--- config.mk ---
export PLATFORM = sky130hd
export DESIGN_NAME = bf_loop_ctrl
export DESIGN_NICKNAME = d
export VERILOG_FILES = /design/src/rtl/bf_pkg.sv /design/src/rtl/bf_addr_stack.sv /design/src/rtl/bf_loop_ctrl.sv
export SDC_FILE = /design/constraint.sdc
export NUM_CORES = 1
export LEC_CHECK = 0
export ABC_AREA = 1
export CELL_PAD_IN_SITES_DETAIL_PLACEMENT = 0
export CELL_PAD_IN_SITES_GLOBAL_PLACEMENT = 1
export CORE_ASPECT_RATIO = 1.2
export CORE_UTILIZATION = 47
export DETAILED_ROUTE_END_ITERATION = 8
export PLACE_DENSITY_LB_ADDON = 0.1
export RECOVER_POWER = 50
export SYNTH_ARGS = -nofsm -noshare
export SYNTH_HDL_FRONTEND = slang
export SYNTH_SLANG_ARGS = --single-unit
--- constraint.sdc ---
create_clock -name clock -period 2.9 [get_ports clock]
set_input_delay 0.58 -clock clock [delete_from_list [all_inputs] [get_ports clock]]
set_output_delay 0.58 -clock clock [all_outputs]
set_load 0.01 [all_outputs]
--- src/rtl/bf_pkg.sv ---
// bf_pkg: shared definitions for the BF machine control path.
//   - Opcode encodings as stored in program memory.
//   - Loop-sequencer FSM state type.
//   - Loop-sequencer error codes.
package bf_pkg;

    localparam logic [3:0] OP_END   = 4'h0;
    localparam logic [3:0] OP_INC   = 4'h1;
    localparam logic [3:0] OP_DEC   = 4'h2;
    localparam logic [3:0] OP_RIGHT = 4'h3;
    localparam logic [3:0] OP_LEFT  = 4'h4;
    localparam logic [3:0] OP_LBR   = 4'h5;
    localparam logic [3:0] OP_RBR   = 4'h6;
    localparam logic [3:0] OP_OUT   = 4'h7;
    localparam logic [3:0] OP_IN    = 4'h8;

    typedef enum logic [2:0] {
        StIdle,
        StScanIssue,
        StScanCheck,
        StFinish,
        StError
    } loopStateT;

    localparam logic [1:0] ERR_NONE      = 2'b00;
    localparam logic [1:0] ERR_OVERFLOW  = 2'b01;
    localparam logic [1:0] ERR_UNDERFLOW = 2'b10;
    localparam logic [1:0] ERR_UNMATCHED = 2'b11;

endpackage

--- src/rtl/bf_addr_stack.sv ---
// bf_addr_stack: register-based LIFO holding loop return addresses.
// Ports:
//   clock, reset    rising-edge clock, asynchronous active-high reset (clears pointer only)
//   push, pop       push wins if both asserted; push when full / pop when empty are ignored
//   wrData          value to push
//   top             most recently pushed entry (undefined when empty)
//   depth           number of valid entries
//   full, empty     occupancy flags
module bf_addr_stack #(
    parameter int unsigned WIDTH = 8,
    parameter int unsigned DEPTH = 16,
    parameter int unsigned SAW   = $clog2(DEPTH)
) (
    input  logic             clock,
    input  logic             reset,
    input  logic             push,
    input  logic             pop,
    input  logic [WIDTH-1:0] wrData,
    output logic [WIDTH-1:0] top,
    output logic [SAW:0]     depth,
    output logic             full,
    output logic             empty
);

    localparam logic [SAW:0] DEPTH_CNT = (SAW+1)'(DEPTH);

    logic [WIDTH-1:0] mem [DEPTH];
    logic [SAW:0]     sp;
    logic [SAW-1:0]   topIdx;

    assign full   = (sp == DEPTH_CNT);
    assign empty  = (sp == '0);
    assign depth  = sp;
    assign topIdx = SAW'(sp - 1'b1);
    assign top    = mem[topIdx];

    // Contents need no reset: only entries below sp are ever read.
    always_ff @(posedge clock) begin
        if (push && !full) begin
            mem[sp[SAW-1:0]] <= wrData;
        end
    end

    always_ff @(posedge clock or posedge reset) begin
        if (reset) begin
            sp <= '0;
        end else if (push && !full) begin
            sp <= sp + 1'b1;
        end else if (pop && !empty) begin
            sp <= sp - 1'b1;
        end
    end

endmodule

--- src/rtl/bf_loop_ctrl.sv ---
// bf_loop_ctrl: loop/branch sequencer for the BF '[' and ']' instructions.
// Backward jumps come from a hardware return-address stack; skipped loops
// trigger a forward bracket-matching scan over program memory.
// Ports:
//   clock, reset       rising-edge clock, asynchronous active-high reset
//   start              request pulse, sampled only in IDLE with no sticky error
//   op, pc, data_zero  opcode at pc, its address, and current-cell-is-zero flag
//   pm_q               program-memory read data (1-cycle latency)
//   pm_addr, pm_sel    scan read address and mux select towards program memory
//   busy               request in progress
//   done, pc_load      completion pulse; pc_load accompanies it when no error
//   pc_next            next PC, valid with done
//   depth              stack occupancy
//   err, err_code      sticky error flag and cause
// Build option: define BF_PIPE_SCAN_EN to issue one scan read per cycle.
module bf_loop_ctrl
    import bf_pkg::*;
#(
    parameter int unsigned PMAW        = 8,
    parameter int unsigned STACK_DEPTH = 16,
    parameter int unsigned SAW         = $clog2(STACK_DEPTH)
) (
    input  logic            clock,
    input  logic            reset,
    input  logic            start,
    input  logic [3:0]      op,
    input  logic [PMAW-1:0] pc,
    input  logic            data_zero,
    input  logic [3:0]      pm_q,
    output logic [PMAW-1:0] pm_addr,
    output logic            pm_sel,
    output logic            busy,
    output logic            done,
    output logic            pc_load,
    output logic [PMAW-1:0] pc_next,
    output logic [SAW:0]    depth,
    output logic            err,
    output logic [1:0]      err_code
);

    localparam logic [SAW+1:0] NEST_ONE = 1;

    loopStateT         state;
    logic [PMAW-1:0]   scanPtr;
    logic [SAW+1:0]    nest;
    logic [PMAW-1:0]   stackTop;
    logic              stackFull;
    logic              stackEmpty;
    logic              accept;
    logic              push;
    logic              pop;

    assign accept = (state == StIdle) && start && !err;
    assign push   = accept && (op == OP_LBR) && !data_zero && !stackFull;
    assign pop    = accept && (op == OP_RBR) && data_zero && !stackEmpty;

    bf_addr_stack #(
        .WIDTH (PMAW),
        .DEPTH (STACK_DEPTH),
        .SAW   (SAW)
    ) uStack (
        .clock  (clock),
        .reset  (reset),
        .push   (push),
        .pop    (pop),
        .wrData (pc),
        .top    (stackTop),
        .depth  (depth),
        .full   (stackFull),
        .empty  (stackEmpty)
    );

    // The error cycle is not reported as busy, so busy stays low from then on.
    assign busy   = (state != StIdle) && !err;
    assign pm_sel = (state == StScanIssue) || (state == StScanCheck);

`ifdef BF_PIPE_SCAN_EN
    // While checking location n, the read for n+1 is already in flight.
    assign pm_addr = (state == StScanCheck) ? scanPtr + 1'b1 : scanPtr;
`else
    assign pm_addr = scanPtr;
`endif

    always_ff @(posedge clock or posedge reset) begin
        if (reset) begin
            state    <= StIdle;
            scanPtr  <= '0;
            nest     <= '0;
            done     <= 1'b0;
            pc_load  <= 1'b0;
            pc_next  <= '0;
            err      <= 1'b0;
            err_code <= ERR_NONE;
        end else begin
            done    <= 1'b0;
            pc_load <= 1'b0;
            unique case (state)
                StIdle: begin
                    if (accept) begin
                        if (op == OP_LBR && data_zero) begin
                            scanPtr <= pc + 1'b1;
                            nest    <= NEST_ONE;
                            state   <= StScanIssue;
                        end else if ((op == OP_LBR && stackFull) ||
                                     (op == OP_RBR && stackEmpty)) begin
                            state    <= StError;
                            done     <= 1'b1;
                            err      <= 1'b1;
                            err_code <= (op == OP_LBR) ? ERR_OVERFLOW : ERR_UNDERFLOW;
                        end else begin
                            state   <= StFinish;
                            done    <= 1'b1;
                            pc_load <= 1'b1;
                            pc_next <= (op == OP_RBR && !data_zero) ? stackTop + 1'b1
                                                                     : pc + 1'b1;
                        end
                    end
                end
                StScanIssue: begin
                    state <= StScanCheck;
                end
                StScanCheck: begin
                    if (pm_q == OP_RBR && nest == NEST_ONE) begin
                        state   <= StFinish;
                        done    <= 1'b1;
                        pc_load <= 1'b1;
                        pc_next <= scanPtr + 1'b1;
                    end else if (pm_q == OP_END || scanPtr == '1 ||
                                 (pm_q == OP_LBR && nest == '1)) begin
                        // Nesting-counter overflow outranks running off the end.
                        state    <= StError;
                        done     <= 1'b1;
                        err      <= 1'b1;
                        err_code <= (pm_q == OP_LBR && nest == '1) ? ERR_OVERFLOW
                                                                    : ERR_UNMATCHED;
                    end else begin
                        if (pm_q == OP_LBR) begin
                            nest <= nest + 1'b1;
                        end else if (pm_q == OP_RBR) begin
                            nest <= nest - 1'b1;
                        end
                        scanPtr <= scanPtr + 1'b1;
`ifdef BF_PIPE_SCAN_EN
                        state <= StScanCheck;
`else
                        state <= StScanIssue;
`endif
                    end
                end
                StFinish: begin
                    state <= StIdle;
                end
                StError: begin
                    state <= StIdle;
                end
                default: begin
                    state <= StIdle;
                end
            endcase
        end
    end

endmodule

* Word level (Yosys, flattened, before mapping) *
Memories as Yosys holds them, arrays and structs flattened.
Cells that the tools add are included.

cells by class
  order comparisons = 0
  multiplexer cells = 52
  equal/unequal tests = 20
  bitwise logic cells = 0
  multiply operators = 0
  $add $sub $neg = 7
  reductions and logical operators = 35
  shifts and indexed selects = 0
  divide/modulo/power cells = 0

operators with widths
  kind                                                                    number
  8-bit two-way mux                                                       9
  6-bit two-way mux                                                       6
  8-bit case mux with 2 select lines                                      2
  8-bit by 1-bit adder with 8-bit output (second input constant)          3
  1-bit logical AND                                                       17
  4-bit by 3-bit equality test with 1-bit output (second input constant)  4
  1-bit two-way mux                                                       15
  3-bit two-way mux                                                       5
  2-bit two-way mux                                                       7
  6-bit case mux with 2 select lines                                      1
  6-bit AND reduction                                                     2
  5-bit two-way mux                                                       2
  2-bit != test (second input constant)                                   5
  5-bit AND reduction                                                     2
  3-bit case mux with 3 select lines                                      1
  8-bit equality test (second input constant)                             1
  2-bit by 1-bit != test with 1-bit output (second input constant)        4
  6-bit by 1-bit adder with 6-bit output (second input constant)          1
  6-bit by 1-bit equality test with 1-bit output (second input constant)  1
  6-bit equality test (second input constant)                             1
  1-bit case mux with 2 select lines                                      3
  6-bit by 1-bit subtractor with 6-bit output (second input constant)     1
  5-bit by 1-bit adder with 5-bit output (second input constant)          1
  5-bit equality test (second input constant)                             1
  other kinds (12)                                                        19

storage, ports and cells
  memories = 1
  memory bits (read-only) = 0
  bits in registers = 35
  bits in writable memories = 128
  word-level logic and storage cells = 124
  output and inout bits = 28
  bits in latches = 0

memories
  name        depth  bits a word  rd ports  clocked after Yosys merged registers in  write ports  line                 RTL
  uStack.mem  16     8            1         0                                        1            bf_addr_stack.sv:27  logic [WIDTH-1:0] mem [DEPTH];

* Longest topological paths before layout *
Gate-level depths: netlist of run 1.

  depth in word-level cells = 9
  mapped depth = 21

* Modules after synthesis *
Synthesis of run 1 repeated with hierarchy kept, for this count alone.

second synthesis, totals
  cells, all modules = 984
  area, all modules = 8525.7 um2

by module, submodules not included
  module         cells an instance  sequential area each (um2)  area each (um2)  times used
  bf_addr_stack  604                3968.8                      6029.5           1
  bf_loop_ctrl   380                750.7                       2496.1           1

* Worst setup path before layout of run 1 *
Ideal clock, no wire load.

  path type = register -> register
  start = reg uStack.sp[0], in the netlist uStack.depth[0]
  end = reg pc_next[2]
  path slack = 0.188 ns
  stages on the path, launching flop included = 20
  library setup time = 0.082 ns
  required time = 2.818 ns
  arrival = 2.630 ns
  cells stage by stage = dfrtp_1 > inv_2 > buf_6 > buf_2 > ha_1 > inv_2 > clkbuf_1 > nand3_1 > nand3_1 > nand3_1 > nand2_1 > inv_1 > ha_1 > inv_1 > nor2_1 > inv_1 > nand3_1 > o21ai_0 > nand2_1 > a31oi_1

between the ends
  word-level cells in the longest chain between the ends = 8
  elaborated cells on any way between the ends = 15
  classes of those cells = 2 x add/sub; 2 x eq/ne; 5 x mux; 5 x reduce/logical; 1 x memory

ends and longest elaborated chain
  item                                         line                 RTL
  from (decl)                                  bf_addr_stack.sv:28  logic [SAW:0] sp;
  from (signal assigned)                       bf_addr_stack.sv:48  sp <= sp + 1'b1;
  from (signal assigned)                       bf_addr_stack.sv:50  sp <= sp - 1'b1;
  5-bit by 1-bit subtractor with 5-bit output  bf_addr_stack.sv:34  assign topIdx = SAW'(sp - 1'b1);
  memory read 16 x 8 bit                       --
  8-bit by 1-bit adder with 8-bit output       bf_loop_ctrl.sv:114  pc_next <= (op == OP_RBR && !data_zero) ? stackTop + 1'b1
  8-bit two-way mux                            bf_loop_ctrl.sv:114
  8-bit two-way mux                            bf_loop_ctrl.sv:104  end else if ((op == OP_LBR && stackFull) ||
  8-bit two-way mux                            bf_loop_ctrl.sv:100  if (op == OP_LBR && data_zero) begin
  8-bit two-way mux                            bf_loop_ctrl.sv:99   if (accept) begin
  8-bit case mux with 2 select lines           bf_loop_ctrl.sv:97   unique case (state)
  to (signal assigned)                         bf_loop_ctrl.sv:114
  to (signal assigned)                         bf_loop_ctrl.sv:127  pc_next <= scanPtr + 1'b1;
  to (decl)                                    bf_loop_ctrl.sv:35   output logic [PMAW-1:0] pc_next,

Parallel ways exist; a longest one is shown, timed or not. The select of a mux whose other input is x is not followed.
A chain may end at the register's enable or synchronous reset.

* Worst setup path after layout of run 1 *
  start = reg uStack.sp[1], in the netlist uStack.depth[1]
  end = reg pc_next[6]

The elaborated chain is that of the path after synthesis.

==> flow_summary_export.csv, run 1 <==
group,metric,value,unit
status,outcome,"finished, final reports clean",
floorplanning,core_region_area,0.01583,mm2
worst_setup_path,worstRegToRegCells,18,
synth,synthArstFlopShare,0.2147,
power_and_ir_drop,power.leakage,3.689,nW
cts,cts-resized-gates,0,
global_routing,antenna_found_initial,0,
layout,multi_input_comb_area,0.002559,mm2
layout,post_route_cells_drive_above_1_share,0.1042,
layout,final_cell_mix,"201 x sky130_fd_sc_hd__nand2_1, 128 x sky130_fd_sc_hd__edfxtp_1, 122 x sky130_fd_sc_hd__nand3_1",
timing,worst_pin_slew,0.9820,ns
floorplanning,std_cell_rows,50,
layout,area_growth_syn_to_layout,17.89,%
placed_design,pre_cts_slack,0.1766,ns
cts,max-clock-path-buffers,2,
synth,synth_area_per_cell,9.817,um2
synth,synth_cell_types,40,
worst_setup_path,critical_path_endpoint_category,"flip-flop",
cts,post_cts_hold_buffer_count,0,
worst_setup_path,critical_path.startpoint_type,"flip-flop",
cts,worstSkewPairLatency,0.43,ns
synth,synth_edf_count,128,
synth,post_synthesis_net_count,816,
timing,setup-tns-final,0,ns
worst_setup_path,cp-startpoint,"uStack.depth[1]",
cts,clock_tree.root_cell,"sky130_fd_sc_hd__clkbuf_16",
layout,fin_nets,891,
power_and_ir_drop,pwr_density_cell,535.2,mW/mm2
routing,dr.pass1.iters,7,
worst_setup_path,r2r-end,"pc_next[6]",
routing,wl_per_cell,17.75,um
layout,layout_commonest_cell,"sky130_fd_sc_hd__nand2_1",
global_routing,grt_util_all_layers,0.2421,
synth,synth-warning-count,0,
worst_setup_path,timing_worst_setup_path_type,"flip-flop to flip-flop",
cts,total_number_of_h_tree_levels,4,
global_routing,grt_max_degree,70,
synth,synthCells,785,
timing,max_slew_margin_vs_limit,0.3453,
worst_setup_path,crit_arrival,2.96,ns
timing,finClkSkew,0.01035,ns
placed_design,dp_hpwl,13290,um
synth,yosys_register_bits,163,
routing,total_via_count_in_the_routed_design,5800,
hold_path,worstHoldPathType,"flip-flop to flip-flop",
synth,yosysSeqAreaShare,0.6124,
layout,layout.area.seq,0.004721,mm2
timing,final.period_utilization,0.9114,
timing,worst_slack,0.2569,ns
worst_setup_path,r2r_setup_slack,0.26,ns
routing,post_drt_via_cell_ratio,5.365,
timing,achievable-frequency,378.3,MHz
run,max_cap_viol_count,0,
timing,final_period_minus_worst_setup_slack,2.643,ns
worst_setup_path,r2r-start,"uStack.depth[1]",
timing,rsz0062_at_grt,"no",
floorplanning,chipWidth,118.9,um
routing,detail_route.wirelength,19190,um
timing,report.final.setup_viol,0,
cts,cts.clk_slew.worst_paths,0.07,ns
floorplanning,die_area,0.01691,mm2
routing,drt_iter0_drc,572,
routing,detail-route-antenna-nets,0,
layout,final.fill_count,1447,
floorplanning,initial_cell_density_of_the_core,0.4869,
synth,mappedNetlistArea,0.007706,mm2
timing,finalMaxSlewViolations,0,
routing,post-route-drc-count,0,
global_routing,grt_pass1_wl,30370,um
placed_design,io_buffers,47,
power_and_ir_drop,vdd_ir_drop_max,0.0003948,V
worst_setup_path,timing.critical_path.to,"pc_next[6]",
timing,finalHoldViolations,0,
cts,post_cts.repair.setup_buffers,0,
cts,cts_inserted_buffers,17,
global_routing,number_of_global_route_vias_before_repair,5674,
synth,synth_ff_type,"sky130_fd_sc_hd__edfxtp_1",
global_routing,grt_overflow_total,0,
placed_design,place_congestion,0.8749,
cts,tritoncts_num_sinks,163,
layout,antenna_cells_inserted,0,
worst_setup_path,crit_fanout,17,
floorplanning,die_extent_in_y,142.3,um
cts,cts_tree,"done",
worst_setup_path,critical_path_required,3.22,ns
floorplanning,num_io_pins,48,
-- stage by stage --
stage | hold slack [ns] | cells | total power [mW] | utilization | instance area [um2]
global route | 0.5430 | 1081 | 4.991 | 0.5740 | 9085
global placement | 0.4826 | 1049 | 2.698 | 0.5398 | 8544
finish | 0.4986 | 1081 | 4.862 | 0.5740 | 9085
CTS | 0.5063 | 1081 | 4.910 | 0.5766 | 9126
detailed placement | 0.4870 | 1049 | 2.701 | 0.5398 | 8544
floorplan | 0.5233 | 785 | 2.608 | - | 7706
-- power by group --
group          internal, mW  switching (mW)  leakage, nW  total [mW]
Combinational        0.0372          0.0815         1.83       0.119
Clock                  1.28           0.943        0.276        2.22
Sequential             2.52               0         1.59        2.52
-- worst min-delay path by stage --
stage               cells after the start   startpoint  slack, ns     endpoint
global route                            2  err_code[1]       0.54  err_code[1]
CTS                                     2  err_code[1]       0.51  err_code[1]
finish                                  2  err_code[1]       0.50  err_code[1]
global placement                        2  err_code[0]       0.48  err_code[0]
detailed placement                      2  err_code[0]       0.49  err_code[0]
floorplan                               2      nest[5]       0.52      nest[5]
-- sequential cells by signal (all words and copies together), names as in the netlist --
name / flops
uStack.mem: 128
pc_next: 8
pm_addr: 8
nest: 6
uStack.depth: 5
state: 3
err_code: 2
done: 1
err: 1
pc_load: 1
-- kinds of logic (layout without fill, tap and decap cells) --
kind of cell / after synthesis / count (layout) / synth area share
flops: 163 / 163 / 0.6124
xor+xnor: 10 / 10 / 0.01136
simple gates: 439 / 439 / 0.2509
compound gates: 72 / 72 / 0.05277
fa+ha+maj: 11 / 11 / 0.01786
buf+inv: 90 / 178 / 0.05472
-- worst max-delay path, stage by stage, from the launching register on --
cell	delay, ns
sky130_fd_sc_hd__dfrtp_1	0.39
sky130_fd_sc_hd__inv_1	0.18
sky130_fd_sc_hd__ha_1	0.25
sky130_fd_sc_hd__inv_1	0.07
sky130_fd_sc_hd__nand2_2	0.08
sky130_fd_sc_hd__nand2_4	0.14
sky130_fd_sc_hd__inv_4	0.21
sky130_fd_sc_hd__nand3_1	0.11
sky130_fd_sc_hd__nand3_1	0.10
sky130_fd_sc_hd__nand2_1	0.13
sky130_fd_sc_hd__inv_1	0.09
sky130_fd_sc_hd__ha_1	0.13
sky130_fd_sc_hd__inv_1	0.04
sky130_fd_sc_hd__nor2_1	0.18
sky130_fd_sc_hd__nand2_1	0.10
sky130_fd_sc_hd__o21ai_1	0.13
sky130_fd_sc_hd__nand3_1	0.08
sky130_fd_sc_hd__nand2_1	0.06
sky130_fd_sc_hd__a21oi_1	0.05
-- final cells by class --
cell class	instances	share of cell area
Clock inverter	14	0.01680
Clock buffer	18	0.04724
Multi-Input combinational cell	532	0.2816
Tap cell	208	0.02865
Inverter	62	0.02644
Timing Repair Buffer	84	0.07960
Sequential cell	163	0.5196
-- cells in the mapped netlist, types with 2 or more instances --
library cell                 n  area share
sky130_fd_sc_hd__a31oi_1     9      0.0073
sky130_fd_sc_hd__ha_1       11       0.018
sky130_fd_sc_hd__edfxtp_1  128        0.50
sky130_fd_sc_hd__nand2_2     4      0.0032
sky130_fd_sc_hd__nor2_1     88       0.043
sky130_fd_sc_hd__dfrtp_1    35        0.11
sky130_fd_sc_hd__nor2_2      4      0.0032
sky130_fd_sc_hd__inv_2      10      0.0049
sky130_fd_sc_hd__o21ai_0    27       0.018
sky130_fd_sc_hd__nand2_1   201       0.098
sky130_fd_sc_hd__clkbuf_1    5      0.0024
sky130_fd_sc_hd__buf_2      12      0.0078
sky130_fd_sc_hd__a21oi_1    11      0.0071
sky130_fd_sc_hd__nand2_4     2      0.0029
sky130_fd_sc_hd__inv_1      49       0.024
sky130_fd_sc_hd__nand3_1   122       0.079
sky130_fd_sc_hd__or2_2       3      0.0024
sky130_fd_sc_hd__inv_4       2      0.0016
sky130_fd_sc_hd__nor3_1      4      0.0026
sky130_fd_sc_hd__nand4_1     4      0.0032
sky130_fd_sc_hd__xor2_1      6      0.0068
sky130_fd_sc_hd__buf_6       6      0.0088
sky130_fd_sc_hd__xnor2_1     4      0.0045
sky130_fd_sc_hd__buf_4       5      0.0049
sky130_fd_sc_hd__o211ai_1    4      0.0039
sky130_fd_sc_hd__o21ai_1    15      0.0097
-- layer usage --
metal	vias up	share of wire	wire length, um	track usage
met3	31	0.053	1013	0.04407
met4	0	0.029	558	0.09727
li1	2822	-	-	-
met5	-	0	0	0
met1	2749	0.42	8100	0.3076
met2	198	0.50	9517	0.4106
(Power assumes the default switching activity.)
==> run 2: changes to the inputs <==
Settings changed: CTS_CLUSTER_DIAMETER from default to 80.
==> results of run 2 <==
Final layout, timing and power as in run 1 (identical DEF).
